[src/rtl/sram_port_sequencer_pkg.sv]
// Shared definitions for the SRAM port sequencer.
//   ADDR_W_DEF / DATA_W_DEF : default macro address / word widths
//   WMODE_READ / WMODE_WRITE: encoding of the macro's sram_wmode pin
//   RESP_DEPTH              : number of read responses that can be held
//   pref_e                  : round-robin preference between the channels
//   read_credit_ok()        : whether one more read may be issued this cycle
package sram_port_sequencer_pkg;

  localparam int ADDR_W_DEF = 2;
  localparam int DATA_W_DEF = 66;

  localparam logic WMODE_READ  = 1'b0;
  localparam logic WMODE_WRITE = 1'b1;

  // The response FIFO uses 1-bit wrapping pointers, so this stays at 2.
  localparam int RESP_DEPTH = 2;
  localparam int OCC_W      = 2;

  typedef enum logic {
    PREF_WRITE = 1'b0,
    PREF_READ  = 1'b1
  } pref_e;

  // A new read needs a guaranteed slot when its data lands two cycles from
  // now: count what is buffered plus what is in flight, minus what leaves
  // this cycle. pop only happens with occ > 0, so the sum never underflows.
  function automatic logic read_credit_ok(input logic [OCC_W-1:0] occ,
                                          input logic             infl,
                                          input logic             pop);
    logic [2:0] sum;
    sum = {1'b0, occ} + {2'b00, infl} - {2'b00, pop};
    return sum < 3'(RESP_DEPTH);
  endfunction

endpackage

[src/rtl/sram_resp_fifo.sv]
// Two-entry valid/ready FIFO holding read data captured from the SRAM macro.
//   clock, reset_n : clock and asynchronous active-low reset
//   push_valid     : capture push_data this cycle (caller guarantees room)
//   push_data      : data to store
//   pop_valid      : head entry present
//   pop_ready      : consumer takes the head entry
//   pop_data       : head entry, 0 when empty
//   occ            : number of stored entries (0..2)
module sram_resp_fifo
  import sram_port_sequencer_pkg::*;
#(
  parameter int DATA_W = DATA_W_DEF
) (
  input  logic              clock,
  input  logic              reset_n,
  input  logic              push_valid,
  input  logic [DATA_W-1:0] push_data,
  output logic              pop_valid,
  input  logic              pop_ready,
  output logic [DATA_W-1:0] pop_data,
  output logic [OCC_W-1:0]  occ
);

  logic [DATA_W-1:0] mem_reg [RESP_DEPTH];
  logic              rd_ptr_reg;
  logic              wr_ptr_reg;
  logic [OCC_W-1:0]  occ_reg;
  logic [OCC_W-1:0]  occ_next;
  logic              pop;

  assign pop_valid = (occ_reg != '0);
  assign pop       = pop_valid & pop_ready;
  assign pop_data  = pop_valid ? mem_reg[rd_ptr_reg] : '0;
  assign occ       = occ_reg;

  always_comb begin
    occ_next = occ_reg + OCC_W'(push_valid) - OCC_W'(pop);
  end

  // Push while full is legal only together with a pop: the write lands in
  // the slot being vacated, which is read before this edge updates it.
  always_ff @(posedge clock or negedge reset_n) begin
    if (!reset_n) begin
      for (int i = 0; i < RESP_DEPTH; i++) begin
        mem_reg[i] <= '0;
      end
      rd_ptr_reg <= 1'b0;
      wr_ptr_reg <= 1'b0;
      occ_reg    <= '0;
    end else begin
      if (push_valid) begin
        mem_reg[wr_ptr_reg] <= push_data;
        wr_ptr_reg          <= ~wr_ptr_reg;
      end
      if (pop) begin
        rd_ptr_reg <= ~rd_ptr_reg;
      end
      occ_reg <= occ_next;
    end
  end

  a_no_overflow : assert property (@(posedge clock) disable iff (!reset_n)
    !(push_valid && occ_reg == OCC_W'(RESP_DEPTH) && !pop));

endmodule

[src/rtl/sram_port_sequencer.sv]
// Front-end merging a write channel and a read channel onto the single RW
// port of a synchronous SRAM macro (1-cycle read latency), returning read
// data on a valid/ready response channel backed by a 2-entry buffer.
//   clock, reset_n              : clock and asynchronous active-low reset
//   wreq_valid/ready/addr/data  : write request channel
//   rreq_valid/ready/addr       : read request channel
//   rresp_valid/ready/data      : read response channel
//   sram_en/wmode/addr/wdata    : combinational drive of the macro port
//   sram_rdata                  : macro read data (valid the cycle after a read)
module sram_port_sequencer
  import sram_port_sequencer_pkg::*;
#(
  parameter int ADDR_W = ADDR_W_DEF,
  parameter int DATA_W = DATA_W_DEF
) (
  input  logic              clock,
  input  logic              reset_n,
  input  logic              wreq_valid,
  output logic              wreq_ready,
  input  logic [ADDR_W-1:0] wreq_addr,
  input  logic [DATA_W-1:0] wreq_data,
  input  logic              rreq_valid,
  output logic              rreq_ready,
  input  logic [ADDR_W-1:0] rreq_addr,
  output logic              rresp_valid,
  input  logic              rresp_ready,
  output logic [DATA_W-1:0] rresp_data,
  output logic              sram_en,
  output logic              sram_wmode,
  output logic [ADDR_W-1:0] sram_addr,
  output logic [DATA_W-1:0] sram_wdata,
  input  logic [DATA_W-1:0] sram_rdata
);

  pref_e            pref_reg;
  pref_e            pref_next;
  logic             infl_reg;
  logic             grant_w;
  logic             grant_r;
  logic             read_ok;
  logic             pop;
  logic [OCC_W-1:0] occ;

  assign pop     = rresp_valid & rresp_ready;
  assign read_ok = read_credit_ok(occ, infl_reg, pop);

  // State register: round-robin preference and the read-in-flight flag.
  always_ff @(posedge clock or negedge reset_n) begin
    if (!reset_n) begin
      pref_reg <= PREF_WRITE;
      infl_reg <= 1'b0;
    end else begin
      pref_reg <= pref_next;
      infl_reg <= grant_r;
    end
  end

  // Next-state / grant logic. Grants are forced off while reset is asserted
  // so the macro port reads all-zero during reset, not just after it.
  always_comb begin
    grant_w   = 1'b0;
    grant_r   = 1'b0;
    pref_next = pref_reg;
    if (reset_n) begin
      if (wreq_valid && rreq_valid) begin
        if (read_ok) begin
          if (pref_reg == PREF_WRITE) begin
            grant_w   = 1'b1;
            pref_next = PREF_READ;
          end else begin
            grant_r   = 1'b1;
            pref_next = PREF_WRITE;
          end
        end else begin
          // No credit for the read: the write goes ahead without using up
          // the read channel's turn.
          grant_w = 1'b1;
        end
      end else if (wreq_valid) begin
        grant_w = 1'b1;
      end else if (rreq_valid) begin
        grant_r = read_ok;
      end
    end
  end

  // Output logic: macro port driven straight from the grant.
  always_comb begin
    sram_en    = grant_w | grant_r;
    sram_wmode = grant_w ? WMODE_WRITE : WMODE_READ;
    sram_addr  = '0;
    sram_wdata = '0;
    if (grant_w) begin
      sram_addr  = wreq_addr;
      sram_wdata = wreq_data;
    end else if (grant_r) begin
      sram_addr = rreq_addr;
    end
  end

  assign wreq_ready = grant_w;
  assign rreq_ready = grant_r;

  // Read data is valid the cycle after the grant, i.e. while infl_reg is set.
  sram_resp_fifo #(
    .DATA_W (DATA_W)
  ) u_resp_fifo (
    .clock      (clock),
    .reset_n    (reset_n),
    .push_valid (infl_reg),
    .push_data  (sram_rdata),
    .pop_valid  (rresp_valid),
    .pop_ready  (rresp_ready),
    .pop_data   (rresp_data),
    .occ        (occ)
  );

endmodule

[config.mk]
export PLATFORM = sky130hd
export DESIGN_NAME = sram_port_sequencer
export DESIGN_NICKNAME = d
export VERILOG_FILES = /design/src/rtl/sram_port_sequencer_pkg.sv /design/src/rtl/sram_resp_fifo.sv /design/src/rtl/sram_port_sequencer.sv
export SDC_FILE = /design/constraint.sdc
export NUM_CORES = 1
export LEC_CHECK = 0
export ABC_AREA = 1
export BUFFER_PORTS_ARGS = -buffer_cell sky130_fd_sc_hd__buf_4
export CAP_MARGIN = 25
export CORE_AREA = 8 8 127 129
export CTS_CLUSTER_DIAMETER = 200
export CTS_CLUSTER_SIZE = 28
export DETAILED_ROUTE_END_ITERATION = 8
export DIE_AREA = 0 0 135 137
export PLACE_DENSITY = 0.8
export SYNTH_ARGS = -nofsm -noshare
export SYNTH_HDL_FRONTEND = slang
export SYNTH_SLANG_ARGS = --single-unit
[constraint.sdc]
create_clock -name clock -period 3 [get_ports clock]
set_clock_uncertainty 0.1 [all_clocks]
set_input_delay 0.15 -clock clock [delete_from_list [all_inputs] [get_ports clock]]
set_output_delay 0.15 -clock clock [all_outputs]
set_load 0.03 [all_outputs]
==> results of run 1 <==
-- cell families (layout without fill, tap and decap cells) --
kind of cell    count (synthesis)  in the layout  share of synthesized area, %
compound gates                199            199                         14.87
buf+inv                       206            545                         13.36
xor+xnor                        1              1                        0.1288
fa+ha+maj                       3              3                        0.6624
simple gates                  357            357                         20.19
flops                         138            138                         50.79
-- cells in the mapped netlist, types with 3 or more instances --
master,n,area share (%)
o21ai_0,72,5.3
o21ai_2,4,0.52
inv_1,147,8.1
a21oi_1,67,4.9
nand3_1,4,0.29
buf_6,10,1.7
o21ai_1,56,4.1
nand2_1,276,15
clkbuf_1,19,1.0
dfrtp_1,138,51
buf_2,26,1.9
nor2_1,70,3.9
nand4_1,3,0.28
-- worst max-delay path, stage by stage (launching register included) --
cell	delay [ns]
dfrtp_1	0.40
nor2_4	0.14
nor2_4	0.06
ha_4	0.26
inv_2	0.04
ha_4	0.15
fa_2	0.56
inv_2	0.05
nand2_4	0.08
nor2_4	0.05
nand2_4	0.10
nand2_8	0.11
buf_16	0.19
nor2_2	0.14
buf_6	0.16
-- layer usage --
metal  up-vias  GRT usage (%)  wire (um)
met1      3458          27.11       9196
li1       3404              -          -
met3        84          7.416       1885
met5         -              0          0
met4         0          13.88       1000
met2       366          45.70      13700
-- worst paths after layout --
path | startpoint | to | depth (start not counted)
min in group clock | rreq_valid | pref_reg | 5
max reg2reg | u_resp_fifo.occ[0] | pref_reg | 13
min reg2reg | u_resp_fifo.mem_reg[63] | u_resp_fifo.mem_reg[63] | 2
max in group asynchronous | reset_n | u_resp_fifo.mem_reg[49] | 3
max | u_resp_fifo.occ[0] | sram_wdata[10] | 14
min | reset_n | u_resp_fifo.mem_reg[79] | 2
-- power by group through the flow --
stage	Sequential [uW]	Combinational, uW	Clock (uW)
after floorplan	3180	3970	0
after global placement	3320	5910	0
after detailed placement	3370	5990	0
after CTS	3350	6250	2140
after global routing	3490	6890	2220
final	3390	6440	2110
-- through the flow --
step | total power (uW) | TNS, ns | utilization (%)
2_1_floorplan | 7155 | 0 | -
3_3_place_gp | 9232 | 0 | 62.91
3_5_place_dp | 9355 | 0 | 62.91
4_1_cts | 11750 | -4.754 | 74.24
5_1_grt | 12600 | -12.05 | 76.11
6_report | 11930 | -7.883 | 76.11
-- cell type report --
cell class              count  area (um2)  share of cell area [%]
inverters                 147       554.3                   5.127
clock inverters             7       113.9                   1.053
multi-input cells         560        2749                   25.43
well taps                 184       230.2                   2.130
clock buffers              25       485.5                   4.491
repair buffers            366        3223                   29.81
flip-flops and latches    138        3455                   31.96
-- what timing repair did --
item / in CTS / in global routing
setup buffers: 6 / 2
endpoints found under the hold margin: 205 / 0
hold buffers: 67 / 0
pin swaps: 4 / 8
cloned: 3 / 1
endpoints found under the setup margin: 70 / 72
gates resized for setup: 49 / 91
==> results.cfg, run 1 <==
[clock_tree]
cts_root_buf = clkbuf_16
clock_latency_ns = 0.42
numCtsBuffers = 17
clk_pin_slew_worst_paths_ns = 0.06
cts_tree = built
clockBufferDepth = 2
cts_sinks = 138
htreeDepth = 4

[sta]
setup_viol = 72
setup_ws_ns = -0.1643
rsz0062_at_grt = yes
whs_ns = 0.07480
fin_crit_ns = 3.164
slew_violations = 0
slew_headroom_pct = 43.91
fin_crit_sh_pct = 105.5
hold_viol_final = 0
tightest_slew_ns = 0.8414
max_freq_mhz = 316.0

[floorplanning]
ios = 280
design.core.area_um2 = 14200
die-area_um2 = 18500
rows = 44
die_y_um = 137
die_w_um = 135
initial_core_util_pct = 47.87

[synth]
syn-mean-instance-area_um2 = 7.521
seq_area_frac_synth_pct = 50.79
yosysWarnings = 0
ys.flop_type = dfrtp_1
ys_ff_latch = 138
synth_edf_count = 0
async_flop_share_pct = 100.0
synth_cells = 904
syn_nets = 1048
netlist_area_um2 = 6799
yosysUniqueCellTypes = 23

[finish]
mostFrequentLayoutCells = nand2_1 (273), buf_4 (239), inv_1 (142), dfrtp_1 (137), o21ai_0 (72)
drive_gt1_share_pct = 31.86
antenna_cells = 0
nets = 1374
syn2layout_area_growth_pct = 59.00
n_fill_cell = 951
fin_area_um2 = 10810
stdcell_count = 1427
final_common_cell = nand2_1
largest_register_ffs = 132

[global_routing]
grt_max_degree = 77
first_global_vias = 7484
antenna_found_initial = 0
overflow = 0
grt_usage_pct = 25.72
grt_first_pass_wirelength_mm = 37.34

[setup_path]
cp-end-kind = primary output
path_max_fanout = 10
worstPathArrival_ns = 2.91
r2r_slack_ns = 0.56
crit_type = register to primary output
worstPathRequired_ns = 2.75
startpoint_type = register

[power_and_ir_drop]
p_int_uw = 6487
seqPwrFrac_pct = 28.4
leakage_uw = 0.005887
switchingPower_uw = 5446
powerDensity_nw_per_um2 = 1104
peakVddDrop_v = 0.0008182
pwr-share-comb_pct = 54.0
clock_power_share_pct = 17.7
switching_share_pct = 45.63

[placed_design]
place_inst = 1319
routabilityCongestion = 0.8077
pre_cts_slack_ns = 0.2455
placed_cell_area_um2 = 8935
hpwl_mm = 14.76
portBuffers = 279

[run_status]
status = finished, violations left
violations = negative setup slack

[routing]
vias_per_cell = 5.124
vias = 7312
wire_per_inst_um = 18.07
drt-total-wl_mm = 25.78
drcViolationCount = 0
drt_first_pass_iters = 5
ant_nets = 0
drt_iter0_markers = 599

[min_path]
hp-class = input port to async pin

[flow_run]
maxCapViolCount = 0
(Power assumes the default switching activity.)
==> run 2: changes to the inputs <==
==> constraint.sdc (replaced) <==
create_clock -name clock -period 3 [get_ports clock]
set_clock_uncertainty 0.1 [all_clocks]
set_input_delay 0 -clock clock [delete_from_list [all_inputs] [get_ports clock]]
set_output_delay 0 -clock clock [all_outputs]
set_load 0.03 [all_outputs]
==> run 2 against run 1 <==
Effect of this change:
- the run still ends with negative setup slack left
- maximum frequency rose by 3.8%
- non-clock buffer count rose by 9
- die area did not move
- cell area fell by 0.93%
- power fell by 0.32%
- first-iteration DRC count fell by 7.2%
- critical path depth did not move
- worst hold slack improved by 0.020 ns
- combinational power barely moved
- global-route usage fell by 0.83 points
- routed wire length rose by 0.10%
- largest power group unchanged
==> results.cfg, run 2 (synthesized netlist as in run 1, its figures left out) <==
[clock_tree]
clk_pin_slew_worst_paths_ns = 0.06
cts_sinks = 138
cts_tree = built
numCtsBuffers = 17
cts_root_buf = clkbuf_16
clock_latency_ns = 0.42
htreeDepth = 4
clockBufferDepth = 2

[flow_run]
maxCapViolCount = 0

[finish]
nets = 1384
n_fill_cell = 960
multi_input_comb_area_um2 = 2625
syn2layout_area_growth_pct = 57.53
mostFrequentLayoutCells = nand2_1 (274), buf_4 (268), inv_1 (143), dfrtp_1 (137), o21ai_0 (72)
seq_area_um2 = 3455
final_common_cell = nand2_1
fin_area_um2 = 10710
stdcell_count = 1437
fin_util_pct = 75.41
drive_gt1_share_pct = 30.51
largest_register_ffs = 132

[placed_design]
hpwl_mm = 14.70
pre_cts_slack_ns = 0.2934
routabilityCongestion = 0.8387
place_inst = 1319
portBuffers = 279
placed_cell_area_um2 = 8910

[power_and_ir_drop]
leakage_uw = 0.005930
powerDensity_nw_per_um2 = 1111
peakVddDrop_v = 0.0007149

[setup_path]
slowest_stage = fa_1
worstPathArrival_ns = 2.95
path_cells = nor2_4, nor2_4, ha_4, inv_4, ha_4, fa_1, inv_2, nand2_2, nor2_4, nand2_4, nand2_4, buf_6, nor2_1, buf_4
slowest_delay_ns = 0.56
worstPathRequired_ns = 2.90
startpoint_type = register
path_buf_inv = 4
critPathTopFamily = adder cells
crit_type = register to primary output
path_max_fanout = 8
cp-end-kind = primary output
worst_path_most_repeated_cell = nor2_4

[routing]
vias_per_cell = 5.161
drt-total-wl_mm = 25.81
drt_first_pass_iters = 6
drt_iter0_markers = 556
drcViolationCount = 0
vias = 7417
wire_per_inst_um = 17.96
ant_nets = 0

[floorplanning]
initial_core_util_pct = 47.87
ios = 280
die_y_um = 137
rows = 44
die-area_um2 = 18500
die_w_um = 135
design.core.area_um2 = 14200

[sta]
max_freq_mhz = 328.0
whs_ns = 0.09463
hold_viol_final = 0
tightest_slew_ns = 0.8065
setup_ws_ns = -0.04844
rsz0062_at_grt = yes
slew_headroom_pct = 46.23
slew_violations = 0
fin_crit_ns = 3.048
setup_viol = 48
fin_crit_sh_pct = 101.6

[global_routing]
antenna_found_initial = 1
grt_usage_pct = 24.89
first_global_vias = 7338
overflow = 0
grt_max_degree = 77
grt_first_pass_wirelength_mm = 36.21

[run_status]
status = finished, violations left
violations = negative setup slack

[min_path]
hp-class = input port to async pin
==> run 2: cell count changes in the layout (fill, tap and decap cells not counted), moves of 4 or more <==
cell,previous run,this run
buf_4,239,268
buf_6,52,27
nor2_1,21,38
nor2_4,24,10
clkbuf_16,18,22
==> run 2: worst paths after layout <==
| path | startpoint | to | slack (ns) | cells past startpoint |
|---|---|---|---|---|
| setup / recovery | u_resp_fifo.occ[0] | sram_wdata[2] | -0.05 | 14 |
| min in group clock | rreq_valid | infl_reg | 0.12 | 5 |
| hold / removal | reset_n | u_resp_fifo.mem_reg[82] | 0.09 | 2 |
| setup reg to reg | u_resp_fifo.occ[0] | pref_reg | 0.49 | 14 |
| max in group asynchronous | reset_n | u_resp_fifo.mem_reg[48] | 1.77 | 3 |
| hold reg to reg | u_resp_fifo.mem_reg[115] | u_resp_fifo.mem_reg[115] | 0.38 | 2 |
==> run 2: final cells by class <==
cell class,count,area share (%)
flip-flops and latches,138,32.25
repair buffers,375,30.41
multi-input cells,561,24.51
inverters,147,5.175
clock buffers,23,4.369
well taps,184,2.150
clock inverters,8,1.110
diodes,1,0.02336
==> run 2: metal layers <==
layer  share of wire [%]  GRT usage (%)  up-vias
met5                   0              0        -
met2                  53          44.90      354
met4                 3.4          9.007        0
met1                  35          26.61     3551
li1                    -              -     3431
met3                 8.2          8.333       81
==> run 2: what timing repair did <==
action | CTS | global route
pin swaps | 1 | 7
buffers inserted | 4 | 2
setup endpoints to repair | 70 | 72
resized for setup | 9 | 66
hold buffers | 70 | 0
hold endpoints to repair | 198 | 0
cloned | 2 | 8
==> run 2: power breakdown <==
part	internal [uW]	switching, uW	leakage, uW	total (uW)
logic	2320	4150	0.00405	6470
registers	2810	533	0.00159	3340
clock network	1340	749	0.000291	2090
total	6460	5430	0.00593	11900
==> run 2: metrics by stage <==
stage,total power (uW),TNS [ns]
floorplan,7155,0
global placement,9221,0
detailed placement,9348,0
CTS,11660,0
global route,12600,-7.058
finish,11900,-0.9379
